==> config.mk <==
export PLATFORM = sky130hd
export DESIGN_NAME = control_pajarito
export DESIGN_NICKNAME = d
export VERILOG_FILES = /design/src/rtl/pajarito_pkg.sv /design/src/rtl/generador_tick.sv /design/src/rtl/control_pajarito.sv
export SDC_FILE = /design/constraint.sdc
export NUM_CORES = 1
export LEC_CHECK = 0
export ABC_CLOCK_PERIOD_IN_PS = 2500
export CORE_MARGIN = 4
export CORE_UTILIZATION = 49
export CTS_CLUSTER_DIAMETER = 60
export CTS_CLUSTER_SIZE = 10
export DETAILED_ROUTE_END_ITERATION = 8
export PLACE_DENSITY_LB_ADDON = 0.25
export SYNTH_ARGS = -nofsm -noshare
export SYNTH_HDL_FRONTEND = slang
export SYNTH_SLANG_ARGS = --single-unit
==> constraint.sdc <==
create_clock -name clk -period 2.5 [get_ports clk]
set_clock_uncertainty 0.15 [all_clocks]
set_input_delay 0.75 -clock clk [delete_from_list [all_inputs] [get_ports clk]]
set_output_delay 0.75 -clock clk [all_outputs]
set_load 0.01 [all_outputs]
==> src/rtl/pajarito_pkg.sv <==
// Shared game-state encoding, bus widths and default parameters for the bird controller.
package pajarito_pkg;

  localparam int unsigned ESTADO_W = 2;
  localparam int unsigned POSY_W   = 10;

  localparam int unsigned DEF_TICK_DIV     = 833333;
  localparam int unsigned DEF_SUBIDA_TICKS = 3;
  localparam int unsigned DEF_Y_MIN        = 15;
  localparam int unsigned DEF_Y_MAX        = 460;

  typedef enum logic [ESTADO_W-1:0] {
    INICIO  = 2'd0,
    JUGANDO = 2'd1,
    PAUSADO = 2'd2,
    FIN     = 2'd3
  } estado_e;

endpackage

==> src/rtl/generador_tick.sv <==
// Free-running prescaler 0..TICK_DIV-1; tick is a registered one-cycle pulse while count is TICK_DIV-1.
module generador_tick
  import pajarito_pkg::*;
#(
  parameter int unsigned TICK_DIV = DEF_TICK_DIV
) (
  input  logic clk,
  input  logic rst,
  output logic tick
);

  localparam int unsigned CNT_W = $clog2(TICK_DIV);
  localparam logic [CNT_W-1:0] CNT_LAST = CNT_W'(TICK_DIV - 1);

  logic [CNT_W-1:0] cnt_q, cnt_d;
  logic             tick_q, tick_d;

  // The pulse flop mirrors the compare on the next count, so it is high in the same cycle as count = last.
  always_comb begin
    cnt_d  = (cnt_q == CNT_LAST) ? '0 : cnt_q + CNT_W'(1);
    tick_d = (cnt_d == CNT_LAST);
  end

  always_ff @(posedge clk or negedge rst) begin
    if (!rst) begin
      cnt_q  <= '0;
      tick_q <= 1'b0;
    end else begin
      cnt_q  <= cnt_d;
      tick_q <= tick_d;
    end
  end

  assign tick = tick_q;

endmodule

==> src/rtl/control_pajarito.sv <==
// Flappy-bird game controller: movement tick, jump timing and game FSM.
// Pause support is compiled in only when CTRL_PAUSA_EN is defined.
module control_pajarito
  import pajarito_pkg::*;
#(
  parameter int unsigned TICK_DIV     = DEF_TICK_DIV,
  parameter int unsigned SUBIDA_TICKS = DEF_SUBIDA_TICKS,
  parameter int unsigned Y_MIN        = DEF_Y_MIN,
  parameter int unsigned Y_MAX        = DEF_Y_MAX
) (
  input  logic                clk,
  input  logic                rst,
  input  logic                btn_salto,
  input  logic                btn_pausa,
  input  logic                colision,
  input  logic [POSY_W-1:0]   posy,
  output logic                en_time_out,
  output logic                en_subiendo,
  output logic                pausa,
  output logic [ESTADO_W-1:0] estado,
  output logic                game_over
);

  localparam int unsigned CNT_W = $clog2(SUBIDA_TICKS + 1);
  localparam logic [CNT_W-1:0] CNT_CARGA = CNT_W'(SUBIDA_TICKS);

`ifdef CTRL_PAUSA_EN
  localparam bit PAUSA_EN = 1'b1;
`else
  localparam bit PAUSA_EN = 1'b0;
`endif

  logic             tick;
  estado_e          state_q, state_d;
  logic [CNT_W-1:0] cnt_q, cnt_d;
  logic             salto_prev_q, pausa_prev_q;
  logic             en_subiendo_q, en_subiendo_d;
  logic             pausa_q, pausa_d;
  logic             game_over_q, game_over_d;
  logic             salto_edge_c, pausa_edge_c, fin_c;

  generador_tick #(
    .TICK_DIV(TICK_DIV)
  ) u_generador_tick (
    .clk (clk),
    .rst (rst),
    .tick(tick)
  );

  // Press detection against last cycle's sample; pause edges vanish when the feature is compiled out.
  always_comb begin
    salto_edge_c = btn_salto & ~salto_prev_q;
    pausa_edge_c = PAUSA_EN & btn_pausa & ~pausa_prev_q;
    fin_c        = colision
                 | (posy <= POSY_W'(Y_MIN))
                 | (posy >= POSY_W'(Y_MAX));
  end

  // Priority in JUGANDO: end condition, then pause, then jump reload, then tick decrement.
  always_comb begin
    state_d = state_q;
    cnt_d   = cnt_q;
    case (state_q)
      INICIO: begin
        if (salto_edge_c) begin
          state_d = JUGANDO;
          cnt_d   = CNT_CARGA;
        end
      end
      JUGANDO: begin
        if (fin_c) begin
          state_d = FIN;
          cnt_d   = '0;
        end else if (pausa_edge_c) begin
          state_d = PAUSADO;
        end else if (salto_edge_c) begin
          cnt_d = CNT_CARGA;
        end else if (tick && (cnt_q != '0)) begin
          cnt_d = cnt_q - CNT_W'(1);
        end
      end
      PAUSADO: begin
        if (pausa_edge_c) begin
          state_d = JUGANDO;
        end
      end
      FIN: begin
        cnt_d = '0;
      end
      default: begin
        state_d = INICIO;
        cnt_d   = '0;
      end
    endcase
    en_subiendo_d = (cnt_d != '0);
    pausa_d       = (state_d != JUGANDO);
    game_over_d   = (state_d == FIN);
  end

  always_ff @(posedge clk or negedge rst) begin
    if (!rst) begin
      state_q       <= INICIO;
      cnt_q         <= '0;
      salto_prev_q  <= 1'b0;
      pausa_prev_q  <= 1'b0;
      en_subiendo_q <= 1'b0;
      pausa_q       <= 1'b1;
      game_over_q   <= 1'b0;
    end else begin
      state_q       <= state_d;
      cnt_q         <= cnt_d;
      salto_prev_q  <= btn_salto;
      pausa_prev_q  <= btn_pausa;
      en_subiendo_q <= en_subiendo_d;
      pausa_q       <= pausa_d;
      game_over_q   <= game_over_d;
    end
  end

  assign en_time_out = tick;
  assign en_subiendo = en_subiendo_q;
  assign pausa       = pausa_q;
  assign estado      = state_q;
  assign game_over   = game_over_q;

endmodule

==> impl_metrics.py, run 1 <==
metrics = {
    "clock_tree": {
        "clkLatencyLatePin_ns": 0.33,
        "cts_tree": "built",
        "cts.path.max_buffers": 2,
        "cts_hold_buf": 0,
        "cts_resized": 0,
        "clk_pin_slew_ns": 0.10,
        "cts_num_sinks": 29,
        "cts_post_setup_buffers_inserted": 0,
        "h-tree-depth": 2,
        "cts-root-buf": "clkbuf_4",
        "cts_buffers": 5,
    },
    "yosys": {
        "synthesis.nets": 191,
        "synth.area.top_cells": "dfrtp_1, xnor2_1, nor2_1, nand3_1, xor2_1",
        "syn_area_per_cell_um2": 9.431,
        "synth_top_area_frac": 0.4294,
        "syn_area_mm2": 0.001632,
        "synth_area_leader_cell": "dfrtp_1",
        "seq_area_frac_synth": 0.4456,
        "syn_inst": 173,
        "synth_warnings": 0,
        "synth.distinct_cells": 42,
        "ys_ff_latch": 29,
    },
    "sta": {
        "setup_viol": 0,
        "hold_viol_final": 0,
        "setup_tns_ns": 0,
        "worst_pin_slew_ns": 0.6043,
        "rsz0062_at_grt": "false",
        "fin_crit_sh": 0.9590,
        "slew_headroom": 0.5938,
        "timing.hold.ws_ns": 0.4118,
        "fmax_mhz": 417.1,
        "slew_violations": 0,
        "finalCriticalPeriod_ns": 2.398,
        "fin_ws_ns": 0.1024,
    },
    "placed_design": {
        "placedCellCount": 232,
        "portBuffers": 17,
        "dpl.hpwl_mm": 2.565,
        "gp_congestion": 0.8796,
        "pre_cts_ws_ns": -0.2279,
    },
    "layout": {
        "layout.nets": 213,
        "antenna_cells": 0,
        "num-fill-cells": 276,
        "layout.cells.non_filler": 240,
        "drive_above_1_share": 0.1173,
        "final_common_cell": "dfrtp_1",
        "mostFrequentLayoutCells": "dfrtp_1, nor2_1, clkdlybuf4s50_1",
        "syn_to_final_growth_pct": 18.40,
    },
    "worst_setup_path": {
        "arrival_ns": 2.47,
        "critPathRequiredTime_ns": 2.57,
        "crit_chain": "clkdlybuf4s50_1 -> or4_1 -> o22ai_1 -> or3_1 -> o32ai_1 -> or2_2",
        "critPathMaxFanout": 4,
        "crit_path_end_kind": "flip-flop",
        "worst_setup_path_start_kind": "primary input",
        "setup.worst_path.class": "in -> reg",
        "crit_slowest_cell": "or4_1",
        "max_stage_delay_ns": 0.52,
    },
    "route": {
        "vias": 1348,
        "ant_nets": 0,
        "route.detailed.drc": 0,
        "drt_iter0_markers": 83,
        "routed_via_density": 5.617,
        "routedWlPerCell_um": 14.46,
        "routed_wl_mm": 3.470,
        "drt_pass1_iterations": 4,
    },
    "die": {
        "die_h_um": 65.71,
        "rows": 20,
        "die_area_mm2": 0.004317,
        "ios": 21,
        "fp.coreArea_mm2": 0.003128,
        "start_util": 0.5216,
        "fp.dieW_um": 65.71,
    },
    "power_and_ir_drop": {
        "p_leak_nw": 0.7929,
        "vdd_drop_max_mv": 0.2787,
        "p_per_area_mw_per_mm2": 440.3,
    },
    "global_routing": {
        "grt_pass1_vias": 1336,
        "grt_pass1_wl_mm": 6.106,
        "grt_max_degree": 30,
        "antenna_found_initial": 0,
        "grt.total_usage": 0.1848,
        "grt_remaining_overflow": 0,
    },
    "worst_hold_path": {
        "min_path_type": "reg -> reg",
    },
    "flow_run": {
        "max_cap_viol_count": 0,
    },
    "run_status": {
        "outcome": "completed",
    },
}
## state kept, by name, indices dropped and copies added, names as in the netlist
register / count
salto_prev_q: 1
cnt_q: 2
u_generador_tick.tick: 1
estado: 2
game_over: 1
en_subiendo: 1
pausa: 1
u_generador_tick.cnt_q: 20
## routing by layer
| metal | part of all wire | wire, µm | vias up | track usage |
|---|---|---|---|---|
| li1 | - | - | 653 | - |
| met1 | 0.47 | 1614 | 664 | 0.2421 |
| met2 | 0.49 | 1690 | 27 | 0.2916 |
| met3 | 0.036 | 125 | 4 | 0.05812 |
| met4 | 0.012 | 40 | 0 | 0.05440 |
| met5 | 0 | 0 | - | 0 |
## metrics by stage
step | power [mW] | utilization | instance area [µm²]
6_report | 0.8506 | 0.6176 | 1932
5_1_grt | 0.8915 | 0.6176 | 1932
4_1_cts | 0.8591 | 0.6176 | 1932
3_5_place_dp | 0.5325 | 0.5952 | 1862
3_3_place_gp | 0.5308 | 0.5952 | 1862
2_1_floorplan | 0.4956 | - | 1632
## logic make-up after synthesis
| kind of cell | after synthesis | share of synthesized area |
|---|---|---|
| simple gates | 82 | 0.2822 |
| flops | 29 | 0.4456 |
| compound gates | 22 | 0.09203 |
| xor+xnor | 18 | 0.09663 |
| buf+inv | 18 | 0.05445 |
| fa+ha+maj | 3 | 0.02301 |
| mux | 1 | 0.006135 |
## Yosys cell counts
library cell and number:
or3_1 2, dfrtp_1 28, o32a_1 1, or2_2 2, ha_1 3, nand4b_1 3
nor4_2 2, o21ai_0 4, buf_2 4, mux2i_1 1, or4_1 1, a21o_1 1
nor2b_1 3, buf_4 4, a211oi_1 2, a21oi_1 4, o22ai_1 2, nand3_1 10
nor2_1 21, and4_1 4, and2_1 3, a32oi_1 1, nand4_1 5, nand2b_1 4
nor3_1 1, nand2_1 11, clkbuf_1 2, xor2_1 5, clkbuf_2 1, o2bb2ai_1 1
nand3b_1 1, a22o_1 1, o31ai_1 2, a31oi_1 1, nor4_1 1, and3_1 5
xnor2_1 13, nor3b_1 2, and4bb_2 1, inv_1 7, dfstp_2 1, o32ai_1 2
## worst max-delay path, delay by kind of cell
| family | cells | cell delay (ns) |
|---|---|---|
| compound gates | 2 | 0.26 |
| buf+inv | 1 | 0.42 |
| simple gates | 3 | 1.04 |
## power breakdown
part	internal [mW]	switching [mW]	leakage, nW	total [mW]
logic	0.0269	0.0192	0.379	0.0461
clock network	0.163	0.165	0.0413	0.328
registers	0.472	0.00389	0.373	0.476
## final cells by class
class / count / area [µm²] / area share
Tap cell: 44 / 55.05 / 0.02850
Sequential cell: 29 / 726.9 / 0.3763
Inverter: 7 / 26.28 / 0.01360
Multi-Input combinational cell: 126 / 815.8 / 0.4223
Timing Repair Buffer: 26 / 237.7 / 0.1231
Clock inverter: 1 / 5.005 / 0.002591
Clock buffer: 7 / 65.06 / 0.03368
## final timing paths
kind / cells past startpoint / start / endpoint / slack (ns)
max reg2reg: 6 / u_generador_tick.cnt_q[2]$_DFF_PN0_ / u_generador_tick.tick$_DFF_PN0_ / 0.16
min in group asynchronous: 2 / rst / cnt_q[0]$_DFF_PN0_ / 0.64
min: 1 / u_generador_tick.cnt_q[16]$_DFF_PN0_ / u_generador_tick.cnt_q[16]$_DFF_PN0_ / 0.41
max: 6 / posy[8] / en_subiendo$_DFF_PN0_ / 0.10
min reg2reg: 1 / u_generador_tick.cnt_q[16]$_DFF_PN0_ / u_generador_tick.cnt_q[16]$_DFF_PN0_ / 0.41
max in group asynchronous: 2 / rst / pausa$_DFF_PN1_ / 1.26
Note: power is estimated with default switching activity, not from simulation.
==> run 2: changes to the inputs <==
CTS_CLUSTER_DIAMETER = 120   (was 60)
==> results of run 2 <==
Final layout, timing and power as in run 1 (identical DEF).
==> run 3: changes to the inputs <==
CAP_MARGIN = 20   (was default)
SETUP_SLACK_MARGIN = 0.3   (was default)
==> run 3 against run 2 <==
Compared with the run above: die area unchanged; register-to-register slack improved by 0.24 ns; fmax grew 11%; clock-buffer cell count stayed put; total power increased by 0.95%; via count fell by 3.8%; clock power barely moved; flip-flop and latch count unchanged; core utilization up 2.6 points; final area up 4.3%; sequential share of layout area decreased by 1.2 points; combinational power grew 25%; critical path type unchanged.
==> impl_metrics.py, run 3 (synthesized netlist as in run 1, its figures left out) <==
metrics = {
    "flow_run": {
        "max_cap_viol_count": 0,
    },
    "route": {
        "routed_via_density": 5.450,
        "routedWlPerCell_um": 14.82,
        "routed_wl_mm": 3.528,
        "route.detailed.drc": 0,
        "ant_nets": 0,
        "vias": 1297,
        "drt_iter0_markers": 51,
        "drt_pass1_iterations": 6,
    },
    "worst_hold_path": {
        "min_path_type": "reg -> reg",
        "worstHoldStart": "u_generador_tick.cnt_q[17]$_DFF_PN0_",
    },
    "sta": {
        "setup_tns_ns": 0,
        "hold_viol_final": 0,
        "slew_headroom": 0.7592,
        "finalCriticalPeriod_ns": 2.162,
        "fin_crit_sh": 0.8649,
        "fmax_mhz": 462.5,
        "fin_ws_ns": 0.3378,
        "timing.hold.ws_ns": 0.3963,
        "slew_violations": 0,
        "rsz0062_at_grt": "true",
        "worst_pin_slew_ns": 0.3611,
        "setup_viol": 0,
    },
    "layout": {
        "largest_reg_flops": 20,
        "antenna_cells": 0,
        "final_common_cell": "dfrtp_1",
        "num-fill-cells": 272,
        "mostFrequentLayoutCells": "dfrtp_1, nor2_1, xnor2_1",
        "fin_util": 0.6440,
        "stdcell_area_mm2": 0.002014,
        "layout.cells.non_filler": 238,
        "syn_to_final_growth_pct": 23.47,
        "drive_above_1_share": 0.1856,
        "regMostFlops": "u_generador_tick.cnt_q",
        "layout.nets": 211,
    },
    "power_and_ir_drop": {
        "pwr-share-comb": 0.067,
        "vdd_drop_max_mv": 0.2995,
        "swShare": 0.2236,
        "p_seq_frac": 0.553,
        "p_leak_nw": 0.8328,
        "clockPowerShare": 0.381,
        "switchingPower_uw": 192.0,
        "p_per_area_mw_per_mm2": 426.3,
        "total_power_uw": 858.7,
        "p_int_uw": 666.7,
    },
    "worst_setup_path": {
        "crit_slowest_cell": "clkdlybuf4s50_1",
        "arrival_ns": 2.25,
        "worst_setup_path_start_kind": "primary input",
        "max_stage_delay_ns": 0.43,
        "setup.worst_path.class": "in -> reg",
        "critPathMaxFanout": 3,
        "startpoint": "posy[7]",
        "crit_path_end_kind": "flip-flop",
        "critPathRequiredTime_ns": 2.59,
        "crit_chain": "clkdlybuf4s50_1 -> nand3_1 -> o22ai_2 -> or3_4 -> buf_6 -> a21o_1 -> and2_1",
        "rr_startpoint": "u_generador_tick.cnt_q[4]$_DFF_PN0_",
    },
    "placed_design": {
        "place_area_mm2": 0.001827,
        "portBuffers": 17,
        "dpl.hpwl_mm": 2.369,
        "pre_cts_ws_ns": -0.1628,
        "placedCellCount": 227,
        "gp_congestion": 0.8123,
    },
    "global_routing": {
        "grt_max_degree": 30,
        "grt.total_usage": 0.1769,
        "grt_remaining_overflow": 0,
        "grt_pass1_vias": 1305,
        "antenna_found_initial": 0,
        "grt_pass1_wl_mm": 5.733,
    },
    "clock_tree": {
        "clk_pin_slew_ns": 0.09,
        "cts_hold_buf": 0,
        "cts.path.max_buffers": 2,
        "clkLatencyLatePin_ns": 0.34,
        "cts-root-buf": "clkbuf_4",
        "cts_num_sinks": 29,
        "cts_buffers": 5,
        "h-tree-depth": 2,
        "cts_tree": "built",
    },
    "die": {
        "fp.coreArea_mm2": 0.003128,
        "die_h_um": 65.71,
        "ios": 21,
        "start_util": 0.5216,
        "fp.dieW_um": 65.71,
        "die_area_mm2": 0.004317,
        "rows": 20,
    },
    "run_status": {
        "outcome": "completed",
    },
}
[run 3: cell count changes in the layout (fill, tap and decap cells not counted), sizes merged]
cell / delta
buf: -2
clkdlybuf4s50: -8
dlygate4sd2: +1
dlymetal6s2s: +7
[run 3: area by class of cell]
class | instances | area, µm² | share of cell area
multi-input combinational | 126 | 887.1 | 0.4404
tap | 44 | 55.05 | 0.02733
clock inverter | 1 | 5.005 | 0.002484
timing repair buffer | 24 | 242.7 | 0.1205
sequential | 29 | 733.2 | 0.3640
inverter | 7 | 26.28 | 0.01304
clock buffer | 7 | 65.06 | 0.03230
[run 3: what timing repair did]
action	in CTS	in global routing
endpoints found under the hold margin	0	0
gates resized for setup	6	21
buffers inserted	2	1
pin swaps	1	6
endpoints found under the setup margin	6	7
[run 3: worst max-delay path: cells and delay by family]
| family | cells | cell delay (ns) |
|---|---|---|
| and+or+nand+nor | 3 | 0.69 |
| buffers and inverters | 2 | 0.56 |
| AOI/OAI and AO/OA | 2 | 0.25 |
[run 3: metal layers]
metal	part of all wire	vias to the layer above	GRT usage	wire, µm
li1	-	643	-	-
met1	0.42	632	0.1954	1471
met2	0.53	18	0.2979	1884
met3	0.031	4	0.05983	109
met4	0.018	0	0.09326	62
met5	0	-	0	0
[run 3: worst paths after layout]
| kind | end | slack (ns) | depth (start not counted) |
|---|---|---|---|
| max in group asynchronous | pausa$_DFF_PN1_ | 1.27 | 2 |
| min in group asynchronous | salto_prev_q$_DFF_PN0_ | 0.63 | 2 |
| max | game_over$_DFF_PN0_ | 0.34 | 7 |
| min reg2reg | u_generador_tick.cnt_q[17]$_DFF_PN0_ | 0.40 | 1 |
| max reg2reg | u_generador_tick.tick$_DFF_PN0_ | 0.40 | 7 |
| min | u_generador_tick.cnt_q[17]$_DFF_PN0_ | 0.40 | 1 |
[run 3: power by group through the flow]
stage	clock [mW]	sequential, mW	combinational [mW]
2_1_floorplan	0	0.486	0.00928
3_3_place_gp	0	0.485	0.0468
3_5_place_dp	0	0.485	0.0478
4_1_cts	0.339	0.474	0.0533
5_1_grt	0.362	0.475	0.0627
6_report	0.327	0.474	0.0574
